<file path="src/rtl/periph_bus_pkg.sv">
// Shared definitions for the peripheral bus arbiter: bus width defaults, FSM encoding, latency.
// Latency: n/a (package only).
// Backpressure: n/a (package only).
package periph_bus_pkg;

    localparam int DEF_AW     = 32;
    localparam int DEF_DW     = 32;

    // Request cycle through done pulse, counted inclusively: IDLE, ISSUE, RESP, DONE.
    localparam int LAT_CYCLES = 4;

    typedef enum logic [1:0] {
        ST_IDLE  = 2'd0,
        ST_ISSUE = 2'd1,
        ST_RESP  = 2'd2,
        ST_DONE  = 2'd3
    } arb_state_t;

    // Width of a master index; never narrower than one bit.
    function automatic int idx_w(input int n);
        return (n > 1) ? $clog2(n) : 1;
    endfunction

endpackage

</file>
<file path="src/rtl/periph_bus_arbiter_rr_arbiter.sv">
// Combinational round-robin select: first requester after the pointer wins, wrapping around.
// Latency: zero cycles (pure combinational).
// Backpressure: none; the caller decides when to consume the selection.
module rr_arbiter
    import periph_bus_pkg::*;
#(
    parameter int N  = 4,
    parameter int IW = idx_w(N)
) (
    input  logic [N-1:0]  req,
    input  logic [IW-1:0] pointer,
    output logic [N-1:0]  grant,
    output logic [IW-1:0] index,
    output logic          any
);

    int cand;

    // Scan pointer+1 .. pointer+N modulo N; the last winner is visited last.
    always_comb begin
        grant = '0;
        index = '0;
        any   = 1'b0;
        cand  = 0;
        for (int i = 1; i <= N; i++) begin
            cand = (int'(pointer) + i) % N;
            if (!any && req[cand[IW-1:0]]) begin
                any                  = 1'b1;
                grant[cand[IW-1:0]]  = 1'b1;
                index                = cand[IW-1:0];
            end
        end
    end

endmodule

</file>
<file path="src/rtl/periph_bus_arbiter.sv">
// Shares one peripheral bus among N_MASTERS requesters; one strobe cycle then one response cycle.
// Latency: done pulse in the 4th cycle counting the request cycle; one transaction per 4 cycles.
// Backpressure: requesters hold req until m_gnt; optional ARB_FIXED_PRIO0_EN gives master 0 priority.
module periph_bus_arbiter
    import periph_bus_pkg::*;
#(
    parameter int N_MASTERS = 4,
    parameter int AW        = DEF_AW,
    parameter int DW        = DEF_DW
) (
    input  logic                    clk,
    input  logic                    rst,
    input  logic [N_MASTERS-1:0]    m_req,
    input  logic [N_MASTERS-1:0]    m_we,
    input  logic [N_MASTERS*AW-1:0] m_addr,
    input  logic [N_MASTERS*DW-1:0] m_wdata,
    output logic [N_MASTERS-1:0]    m_gnt,
    output logic [N_MASTERS-1:0]    m_done,
    output logic [DW-1:0]           m_rdata,
    output logic [AW-1:0]           sys_w_addr,
    output logic [AW-1:0]           sys_r_addr,
    output logic [DW-1:0]           sys_w_line,
    input  logic [DW-1:0]           sys_r_line,
    output logic                    sys_w,
    output logic                    sys_r
);

    localparam int            IW      = idx_w(N_MASTERS);
    localparam logic [IW-1:0] PTR_RST = IW'(N_MASTERS - 1);

    arb_state_t state, state_nxt;

    logic [IW-1:0]        rr_ptr;
    logic                 lat_we;
    logic                 capture;

    logic [AW-1:0]        addr_arr  [N_MASTERS];
    logic [DW-1:0]        wdata_arr [N_MASTERS];

    logic [N_MASTERS-1:0] rr_req;
    logic [N_MASTERS-1:0] rr_gnt;
    logic [IW-1:0]        rr_idx;
    logic                 rr_any;

    logic [N_MASTERS-1:0] sel_gnt;
    logic [IW-1:0]        sel_idx;
    logic                 sel_any;
    logic                 ptr_upd;

    logic [N_MASTERS-1:0] gnt_nxt;
    logic [N_MASTERS-1:0] done_nxt;
    logic [DW-1:0]        rdata_nxt;
    logic                 sys_w_nxt;
    logic                 sys_r_nxt;
    logic [AW-1:0]        addr_nxt;
    logic [DW-1:0]        line_nxt;
    logic [AW-1:0]        bus_addr;

    // Unpack the flat per-master address and data buses.
    always_comb begin
        for (int k = 0; k < N_MASTERS; k++) begin
            addr_arr[k]  = m_addr[k*AW +: AW];
            wdata_arr[k] = m_wdata[k*DW +: DW];
        end
    end

    rr_arbiter #(
        .N  (N_MASTERS),
        .IW (IW)
    ) u_rr (
        .req     (rr_req),
        .pointer (rr_ptr),
        .grant   (rr_gnt),
        .index   (rr_idx),
        .any     (rr_any)
    );

`ifdef ARB_FIXED_PRIO0_EN
    // Master 0 is taken out of the rotation; the others share the round-robin pointer.
    assign rr_req = {m_req[N_MASTERS-1:1], 1'b0};

    // Master 0 pre-empts the rotation and leaves the pointer where it was.
    always_comb begin
        sel_gnt = rr_gnt;
        sel_idx = rr_idx;
        sel_any = rr_any;
        ptr_upd = 1'b1;
        if (m_req[0]) begin
            sel_gnt    = '0;
            sel_gnt[0] = 1'b1;
            sel_idx    = '0;
            sel_any    = 1'b1;
            ptr_upd    = 1'b0;
        end
    end
`else
    assign rr_req  = m_req;
    assign sel_gnt = rr_gnt;
    assign sel_idx = rr_idx;
    assign sel_any = rr_any;
    assign ptr_upd = 1'b1;
`endif

    // State register.
    always_ff @(posedge clk or posedge rst) begin
        if (rst) begin
            state <= ST_IDLE;
        end else begin
            state <= state_nxt;
        end
    end

    // Next state and next output values; bus fields return to zero outside the strobe cycle.
    always_comb begin
        state_nxt = state;
        capture   = 1'b0;
        gnt_nxt   = m_gnt;
        done_nxt  = '0;
        rdata_nxt = m_rdata;
        sys_w_nxt = 1'b0;
        sys_r_nxt = 1'b0;
        addr_nxt  = '0;
        line_nxt  = '0;
        case (state)
            ST_IDLE: begin
                gnt_nxt = '0;
                if (sel_any) begin
                    capture   = 1'b1;
                    state_nxt = ST_ISSUE;
                    gnt_nxt   = sel_gnt;
                    sys_w_nxt = m_we[sel_idx];
                    sys_r_nxt = !m_we[sel_idx];
                    addr_nxt  = addr_arr[sel_idx];
                    line_nxt  = m_we[sel_idx] ? wdata_arr[sel_idx] : '0;
                end
            end
            ST_ISSUE: begin
                state_nxt = ST_RESP;
            end
            ST_RESP: begin
                // Peripherals drive read data only in this cycle; capture it at its closing edge.
                state_nxt = ST_DONE;
                done_nxt  = m_gnt;
                if (!lat_we) begin
                    rdata_nxt = sys_r_line;
                end
            end
            ST_DONE: begin
                state_nxt = ST_IDLE;
                gnt_nxt   = '0;
            end
            default: begin
                state_nxt = ST_IDLE;
                gnt_nxt   = '0;
            end
        endcase
    end

    // Grant-time capture: direction for the response phase and the round-robin pointer.
    always_ff @(posedge clk or posedge rst) begin
        if (rst) begin
            lat_we <= 1'b0;
            rr_ptr <= PTR_RST;
        end else if (capture) begin
            lat_we <= m_we[sel_idx];
            if (ptr_upd) begin
                rr_ptr <= sel_idx;
            end
        end
    end

    // Registered master-side and bus-side outputs.
    always_ff @(posedge clk or posedge rst) begin
        if (rst) begin
            m_gnt      <= '0;
            m_done     <= '0;
            m_rdata    <= '0;
            sys_w      <= 1'b0;
            sys_r      <= 1'b0;
            bus_addr   <= '0;
            sys_w_line <= '0;
        end else begin
            m_gnt      <= gnt_nxt;
            m_done     <= done_nxt;
            m_rdata    <= rdata_nxt;
            sys_w      <= sys_w_nxt;
            sys_r      <= sys_r_nxt;
            bus_addr   <= addr_nxt;
            sys_w_line <= line_nxt;
        end
    end

    assign sys_w_addr = bus_addr;
    assign sys_r_addr = bus_addr;

endmodule

</file>
<file path="config.mk">
export PLATFORM = sky130hd
export DESIGN_NAME = periph_bus_arbiter
export DESIGN_NICKNAME = d
export VERILOG_FILES = /design/src/rtl/periph_bus_pkg.sv /design/src/rtl/periph_bus_arbiter_rr_arbiter.sv /design/src/rtl/periph_bus_arbiter.sv
export SDC_FILE = /design/constraint.sdc
export NUM_CORES = 1
export LEC_CHECK = 0
export BUFFER_PORTS_ARGS = -buffer_cell sky130_fd_sc_hd__buf_2
export CELL_PAD_IN_SITES_DETAIL_PLACEMENT = 0
export CELL_PAD_IN_SITES_GLOBAL_PLACEMENT = 1
export CORE_AREA = 2 2 170 172
export CTS_CLUSTER_DIAMETER = 200
export CTS_CLUSTER_SIZE = 30
export DETAILED_ROUTE_END_ITERATION = 16
export DIE_AREA = 0 0 172 174
export PLACE_DENSITY = 0.83
export SYNTH_ARGS = -nofsm -noshare
export SYNTH_HDL_FRONTEND = slang
export SYNTH_SLANG_ARGS = --single-unit
</file>
<file path="constraint.sdc">
create_clock -name clk -period 3.64 [get_ports clk]
set_input_delay 0.182 -clock clk [delete_from_list [all_inputs] [get_ports clk]]
set_output_delay 0.182 -clock clk [all_outputs]
set_load 0.1 [all_outputs]
</file>
=== Yosys cells after proc, flatten, opt, wreduce, memory -nomap -nowiden ===
Cells that the tools add are included.

* Input port bits: 298
* Flip-flop bits (word level): 111
* Output and inout port bits: 138

* Bitwise operators: 5
* Add/sub/neg operators: 4
* Reductions and logical operators: 14
* Eq/ne operators: 4
* Order comparisons: 10
* Mux-type cells: 52

{| class="wikitable"
|+ Operators with widths
! cell !! count
|-
| 2-to-1 mux 32 bit || 9
|-
| binary-select mux 32 bit (select 2 bit) || 2
|-
| 2-to-1 mux 4 bit || 6
|-
| 2-to-1 mux 1 bit || 19
|-
| less-than comparator 2 x 3 -> 1 bit, second input constant || 5
|-
| OR 4 bit || 3
|-
| binary-select mux 1 bit (select 2 bit) || 5
|-
| 2-to-1 mux 2 bit || 5
|-
| demux 1 bit (select 2 bit) || 4
|-
| greater-or-equal comparator 2 x 1 -> 1 bit, second input constant || 4
|-
| one-hot mux 2 bit (4 select lines) || 1
|-
| one-hot mux 4 bit (2 select lines) || 1
|-
| logical AND 1 bit || 7
|-
| adder 2 x 1 -> 2 bit, second input constant || 2
|-
| adder 2 bit, second input constant || 2
|-
| equality test 2 bit, second input constant || 2
|-
| logical NOT 1 bit || 4
|-
| greater-or-equal comparator 3 bit, second input constant || 1
|-
| inverter 2 -> 3 bit || 1
|-
| equality test 2 x 1 -> 1 bit, second input constant || 1
|-
| logical NOT 2 bit || 1
|-
| inequality test 2 bit, second input constant || 1
|-
| AND reduction 2 bit || 1
|-
| nonzero test 2 bit || 1
|-
| inverter 1 bit || 1
|}

=== Logic depth before layout (Yosys ltp) ===
Gate-level depths: netlist of the first run.

* Depth after elaboration: 20
* Mapped depth: 14
* Mapped depth without buffers: 8

=== Cells and area by module ===
Synthesis of the first run repeated with hierarchy kept, for this count alone.

* Cells, all modules: 459
* Area total of the unflattened synthesis: 6,283.5 um^2

{| class="wikitable"
|+ By module, submodules not included
! module !! cells an instance !! area each (um^2) !! times used !! sequential area each (um^2)
|-
| periph_bus_arbiter || 373 || 5,654.2 || 1 || 2,780.2
|-
| rr_arbiter || 86 || 629.4 || 1 || 0.0
|}

=== Least setup slack after synthesis of the first run ===
No wires, ideal clock.

* Path type: reg2reg
* Start: reg rr_ptr[0]
* End: reg sys_w_line[23]
* Stages on the path, launching flop included: 13
* Path buffers: 4
* Data arrival time: 3.372 ns
* Slack: 0.121 ns
* Data required time: 3.493 ns
* Cells stage by stage: dfstp_2 -> buf_2 -> buf_6 -> inv_2 -> clkbuf_1 -> ha_1 -> mux4_2 -> nor2b_2 -> and3_1 -> a311o_1 -> o211ai_2 -> buf_6 -> a311oi_1

* Cells in the longest elaborated chain, start to end: 20

{| class="wikitable"
|+ RTL lines
! item !! RTL line !! text
|-
| start: declaration || periph_bus_arbiter.sv:33 || <nowiki>logic [IW-1:0] rr_ptr;</nowiki>
|-
| start signal: assignment || periph_bus_arbiter.sv:167 || <nowiki>rr_ptr <= sel_idx;</nowiki>
|-
| adder 2 x 1 -> 2 bit || periph_bus_arbiter_rr_arbiter.sv:26 || <nowiki>cand = (int'(pointer) + i) % N;</nowiki>
|-
| binary-select mux 1 bit (select 2 bit) || periph_bus_arbiter_rr_arbiter.sv:27 || <nowiki>if (!any && req[cand[IW-1:0]]) begin</nowiki>
|-
| 2-to-1 mux 1 bit (implied by the code) || periph_bus_arbiter_rr_arbiter.sv:27 ||
|-
| 2-to-1 mux 1 bit || periph_bus_arbiter_rr_arbiter.sv:27 ||
|-
| logical NOT 1 bit || periph_bus_arbiter_rr_arbiter.sv:27 ||
|-
| logical AND 1 bit || periph_bus_arbiter_rr_arbiter.sv:27 ||
|-
| 2-to-1 mux 1 bit || periph_bus_arbiter_rr_arbiter.sv:27 ||
|-
| logical NOT 1 bit || periph_bus_arbiter_rr_arbiter.sv:27 ||
|-
| (+4 left out) || n/a ||
|-
| 2-to-1 mux 2 bit || periph_bus_arbiter_rr_arbiter.sv:27 ||
|-
| inverter 2 -> 3 bit (implied by the code) || periph_bus_arbiter.sv:134 || <nowiki>line_nxt = m_we[sel_idx] ? wdata_arr[sel_idx] : '0;</nowiki>
|-
| binary-select mux 32 bit (select 2 bit) || periph_bus_arbiter.sv:134 ||
|-
| 2-to-1 mux 32 bit (implied by the code) (2 in series) || periph_bus_arbiter.sv:134 ||
|-
| 2-to-1 mux 32 bit || periph_bus_arbiter.sv:134 ||
|-
| 2-to-1 mux 32 bit * || periph_bus_arbiter.sv:127 || <nowiki>if (sel_any) begin</nowiki>
|-
| 2-to-1 mux 32 bit * || periph_bus_arbiter.sv:124 || <nowiki>case (state)</nowiki>
|-
| via line_nxt[23] || periph_bus_arbiter.sv:56 || <nowiki>logic [DW-1:0] line_nxt;</nowiki>
|-
| end signal: assignment || periph_bus_arbiter.sv:189 || <nowiki>sys_w_line <= line_nxt;</nowiki>
|-
| end: declaration || periph_bus_arbiter.sv:22 || <nowiki>output logic [DW-1:0] sys_w_line,</nowiki>
|}

Mark *: on every way through the listed nets, which the timed path passes. The rest lies on a longest branch. The select of a mux whose other input is x is not followed.
A chain may end at the register's enable or synchronous reset.

=== Worst setup path in the final report of the first run ===
* Start: reg rr_ptr[1]
* End: reg sys_w_line[4]

Same word-level chain as after synthesis.

==> results of run 1 <==
==> logic make-up after synthesis <==
family          Yosys count
simple gates            325
compound gates          293
buf+inv                 126
flops                   111
mux                      40
fa+ha+maj                11
xor+xnor                  1
==> metrics by stage <==
stage	cells	util, %	area (sq um)	setup slack, ns	hold slack [ns]
4_1_cts	1658	36.9	10400	0.290	0.0343
2_1_floorplan	907	-	7730	0.121	0.334
6_report	1667	37.0	10500	0.246	0.0532
5_1_grt	1663	37.0	10400	0.0621	0.0354
3_5_place_dp	1641	35.9	10100	0.306	0.318
3_3_place_gp	1641	35.9	10100	0.353	0.314
==> routing by layer <==
layer	share of wire, %	vias up
li1	-	4139
met2	48	412
met4	2.6	4
met3	8.6	48
met5	0.056	-
met1	41	4253
==> worst max-delay path, delay by kind of cell, from the launching register on <==
family	cells	cell delay (ns)
flip-flops	1	0.66
AND/OR/NAND/NOR	3	0.37
multiplexers	1	0.39
buffers and inverters	3	0.82
adder cells (fa/ha/maj)	1	0.41
AO/OA/AOI/OAI	2	0.59
==> flip-flops by register name, indices dropped and copies added, names as in the netlist <==
signal	count
sys_r	1
state	2
lat_we	1
m_gnt	4
sys_w_line	32
sys_w	1
m_rdata	32
rr_ptr	2
sys_r_addr	32
m_done	4
==> worst min-delay path by stage <==
stage                               from     endpoint  slack [ns]  depth (start not counted)
final                     sys_r_line[13]  m_rdata[13]        0.05                          2
after global routing       sys_r_line[3]   m_rdata[3]        0.04                          2
after CTS                 sys_r_line[13]  m_rdata[13]        0.03                          2
after detailed placement             rst  m_rdata[28]        0.32                          2
after global placement               rst  m_rdata[28]        0.31                          2
after floorplan           sys_r_line[30]  m_rdata[30]        0.33                          1
==> placed cells by master, fill, tap and decap left out, types with 4 or more instances in the layout <==
cell / Yosys / routed
buf_2: 18 / 435
nand2_1: 135 / 135
dfrtp_1: 109 / 109
nor2_1: 75 / 73
o22ai_1: 67 / 67
o21ai_0: 61 / 61
mux2_2: 34 / 34
o221ai_1: 33 / 33
and3_1: 33 / 33
a211oi_1: 33 / 33
nand4_1: 32 / 32
a311oi_1: 32 / 32
nand3b_1: 31 / 31
o2bb2ai_1: 31 / 31
buf_4: 33 / 28
o21ai_1: 13 / 11
ha_1: 11 / 11
diode_2: 0 / 9
clkbuf_16: 0 / 9
and2_1: 6 / 6
inv_1: 6 / 5
a31oi_1: 5 / 5
buf_12: 0 / 5
mux4_2: 4 / 4
a221oi_1: 4 / 4
==> area by class of cell <==
| type | instances | area share, % |
|---|---|---|
| clock buffers | 10 | 2.19 |
| multi-input cells | 670 | 41.5 |
| inverters | 8 | 0.311 |
| diodes | 9 | 0.215 |
| flip-flops and latches | 111 | 26.6 |
| well taps | 384 | 4.60 |
| clock inverters | 6 | 0.646 |
| repair buffers | 469 | 23.9 |
==> timing repair <==
action | 4_1_cts | 5_1_grt
hold buffers | 1 | 0
hold endpoints to repair | 48 | 0
setup endpoints to repair | 0 | 0
==> results.json, run 1 <==
{
  "insertion_delay_ns": 0.37,
  "synth.most_common_cell": "nand2_1",
  "synthAdderAreaFrac_pct": 1.78,
  "via_per_inst": 5.31,
  "initial_core_util_pct": 27.4,
  "fin_nets": 1578,
  "clock_skew_ns": 0.0190,
  "ctsResizeCount": 0,
  "busiest_layer": "met2",
  "grt_pass1_wl_mm": 47.5,
  "ys.flop_type": "dfrtp_1",
  "seq_area_frac_synth_pct": 35.9,
  "first_pass_iters": 5,
  "cpPeakStageDelay_ns": 0.66,
  "ys_types": 51,
  "die_y_um": 174,
  "worst_path_max_delay_cell": "dfstp_2",
  "gp_congestion": 0.830,
  "post_cts.repair.setup_buffers": 0,
  "synth_warnings": 0,
  "drt_first_iter_violations": 627,
  "status": "finished, final reports clean",
  "core-area_sq_um": 28200,
  "cp.arrival_ns": 3.62,
  "synthTopCellsByArea": "dfrtp_1, nand2_1, o22ai_1, mux2_2, o21ai_0",
  "synth_edf_count": 0,
  "synth_xor_area_share_pct": 0.113,
  "ys_seq_elements": 111,
  "drtAntennaViolNets": 0,
  "path_cells": "inv_1 > ha_1 > mux4_2 > nor2b_1 > o211ai_2 > buf_4 > and2_1 > buf_4 > nand2_1 > a311oi_1",
  "wire_per_inst_um": 19.3,
  "post_synth_mux_area_share_pct": 6.54,
  "tns_ns": 0,
  "rrSetupSlack_ns": 0.25,
  "crit_end": "sys_w_line[4]",
  "multiInputGateArea_sq_um": 4340,
  "seq_area_sq_um": 2780,
  "h-tree-depth": 3,
  "clock-sinks": 111,
  "path_clk_slew_ns": 0.09,
  "fin_crit_sh_pct": 93.3,
  "syn_nets": 1216,
  "synth_compound_area_share_pct": 26.8,
  "die_x_um": 172,
  "critPathLaunch": "rr_ptr[1]",
  "critPathLaunchType": "flop",
  "final_max_slew_viol_count": 0,
  "synth_top_area_share_pct": 35.3,
  "wl_mm": 32.2,
  "met2_usage_pct": 35.1,
  "criticalPathCategory": "flop to flop",
  "rsz0062_at_grt": "false",
  "reg2reg_depth": 10,
  "fin_crit_ns": 3.39,
  "area_growth_pct": 35.2,
  "cp_max_fo": 33,
  "max-slew-margin-rel_pct": 56.9,
  "io_pins": 436,
  "setup_viol": 0,
  "synthCells": 907,
  "hp-class": "input port to flop",
  "port_buffers": 435,
  "numCtsBuffers": 9,
  "drc": 0,
  "nFillCells": 2956,
  "hold_viol": 0,
  "max_cap_violations": 0,
  "worst_pin_slew_ns": 0.647,
  "rr_endpoint": "sys_w_line[4]",
  "rows": 62,
  "yosys.area.top_type": "dfrtp_1",
  "use_met1_pct": 24.7,
  "required_ns": 3.86,
  "cts_tree": "yes",
  "antenna_found_initial": 11,
  "met3_usage_pct": 5.35,
  "r2r_start": "rr_ptr[1]",
  "dieArea_sq_um": 29900,
  "grt_pass1_vias": 8647,
  "endpoint_kind": "flop",
  "hpwl_mm": 23.1,
  "synth_area_per_cell_sq_um": 8.53,
  "drive_above_1_share_pct": 42.5,
  "grt.total_usage_pct": 20.5,
  "synthSimpleGateAreaFrac_pct": 20.2,
  "grt_overflow_total": 0,
  "cpMostUsedCell": "buf_4",
  "synth_area_sq_um": 7730,
  "synth_commonest_cells": "nand2_1, dfrtp_1, nor2_1, o22ai_1, o21ai_0",
  "grt_max_degree": 64,
  "vias": 8856,
  "root_buffer": "clkbuf_16",
  "synthArstFlopShare_pct": 100,
  "synth_top_family_by_area": "compound AO/OA/AOI/OAI gates",
  "fmax_mhz": 295,
  "max-clock-path-buffers": 2
}
Power of run 1 is not shown: default switching activity piles up to over one toggle a cycle in this logic, so the estimate is an artifact.
==> run 2, diff against run 1 <==
- RECOVER_POWER: unset -> 100
==> results.json, run 2 (same netlist as run 1, synthesis figures left out) <==
{
  "ctsResizeCount": 0,
  "r2r_start": "rr_ptr[1]",
  "min_to": "m_rdata[13]",
  "whs_ns": 0.0500,
  "cts_tree": "yes",
  "grt_pass1_wl_mm": 47.5,
  "setup_viol": 0,
  "wire_per_inst_um": 19.4,
  "antenna_found_initial": 11,
  "drc": 0,
  "place_area_sq_um": 10100,
  "die_y_um": 174,
  "cp.arrival_ns": 3.65,
  "tns_ns": 0,
  "path_cells": "inv_1 > ha_1 > mux4_2 > nor2b_4 > o21ai_4 > and2_1 > buf_4 > nand2_1 > a311oi_1",
  "grt_max_degree": 64,
  "root_buffer": "clkbuf_16",
  "wl_mm": 32.3,
  "rrSetupSlack_ns": 0.22,
  "drtAntennaViolNets": 0,
  "grt.total_usage_pct": 20.5,
  "hp-class": "input port to flop",
  "area_growth_pct": 32.5,
  "endpoint_kind": "flop",
  "critical_path_buf_inv_count": 2,
  "dieArea_sq_um": 29900,
  "numCtsBuffers": 9,
  "fin_crit_sh_pct": 94.0,
  "fin_crit_ns": 3.42,
  "worstHoldPathCells": 2,
  "max-slew-margin-rel_pct": -49.9,
  "fin_area_sq_um": 10200,
  "multiInputGateArea_sq_um": 4330,
  "hpwl_mm": 23.1,
  "rr_endpoint": "sys_w_line[4]",
  "seq_area_sq_um": 2780,
  "vias": 8889,
  "worst_pin_slew_ns": 2.24,
  "violations": "max-capacitance violations, max-slew violations",
  "criticalPathCategory": "flop to flop",
  "worst_path_max_delay_cell": "dfstp_2",
  "fin_nets": 1578,
  "h-tree-depth": 3,
  "clock-sinks": 111,
  "critPathTopFamily": "flip-flops",
  "nFillCells": 3010,
  "max_cap_violations": 2,
  "reg2reg_depth": 9,
  "rows": 62,
  "die_x_um": 172,
  "drive_above_1_share_pct": 31.3,
  "final_max_slew_viol_count": 83,
  "max-clock-path-buffers": 2,
  "final_cell_mix": "buf_2, clkbuf_1, nand2_1",
  "drt_first_iter_violations": 612,
  "status": "complete, but fails checks",
  "required_ns": 3.86,
  "cp_max_fo": 32,
  "core-area_sq_um": 28200,
  "clock_skew_ns": 0.0199,
  "min-delay-start": "sys_r_line[13]",
  "insertion_delay_ns": 0.37,
  "first_pass_iters": 4,
  "hold_viol": 0,
  "grt_pass1_vias": 8647,
  "io_pins": 436,
  "fmax_mhz": 292,
  "grt_overflow_total": 0,
  "cpPeakStageDelay_ns": 0.66,
  "critPathLaunchType": "flop",
  "initial_core_util_pct": 27.4,
  "mostFrequentLayoutCell": "buf_2",
  "post_cts.repair.setup_buffers": 0,
  "rsz0062_at_grt": "false",
  "via_per_inst": 5.34,
  "path_clk_slew_ns": 0.09,
  "gp_congestion": 0.830,
  "port_buffers": 435
}
[run 2: cell types whose count changed in the layout (fill, tap and decap cells not counted), sizes merged]
cell | before | now
inv | 10 | 9
clkinvlp | 0 | 1
clkbuf | 10 | 153
diode | 9 | 8
buf | 468 | 325
[run 2: final cells by class]
type                            count  share of cell area, %
Antenna cell                        8                  0.195
Clock buffer                       10                   2.24
Clock inverter                      6                  0.660
Inverter                            8                  0.305
Multi-Input combinational cell    670                   42.2
Sequential cell                   111                   27.2
Tap cell                          384                   4.69
Timing Repair Buffer              469                   22.5
[run 2: stage by stage]
stage               util (%)  worst slack (ns)  std cells
global placement        35.9             0.353       1641
global route            36.3            0.0487       1663
CTS                     36.9             0.290       1658
detailed placement      35.9             0.306       1641
finish                  36.3             0.219       1666
floorplan                  -             0.121        907
[run 2: worst max-delay path by stage]
stage	slack, ns	end	depth (start not counted)	start
2_1_floorplan	0.12	sys_w_line[23]	12	rr_ptr[0]
3_3_place_gp	0.35	sys_w_line[4]	10	rr_ptr[1]
3_5_place_dp	0.31	sys_w_line[4]	10	rr_ptr[1]
4_1_cts	0.29	sys_w_line[4]	10	rr_ptr[1]
5_1_grt	0.05	sys_w_line[3]	9	rr_ptr[1]
6_report	0.22	sys_w_line[4]	9	rr_ptr[1]
[run 2: per-layer routing]
layer	vias up	track usage (%)	wire, um
met4	4	7.07	820
li1	4132	-	-
met5	-	0	18
met2	429	35.1	15600
met3	51	5.35	2790
met1	4273	24.7	13100
[run 2: repair_timing]
item	in CTS	in global routing
hold endpoints to repair	48	0
endpoints found under the setup margin	0	0
hold buffers	1	0
Power of run 2 is left out for the same reason.
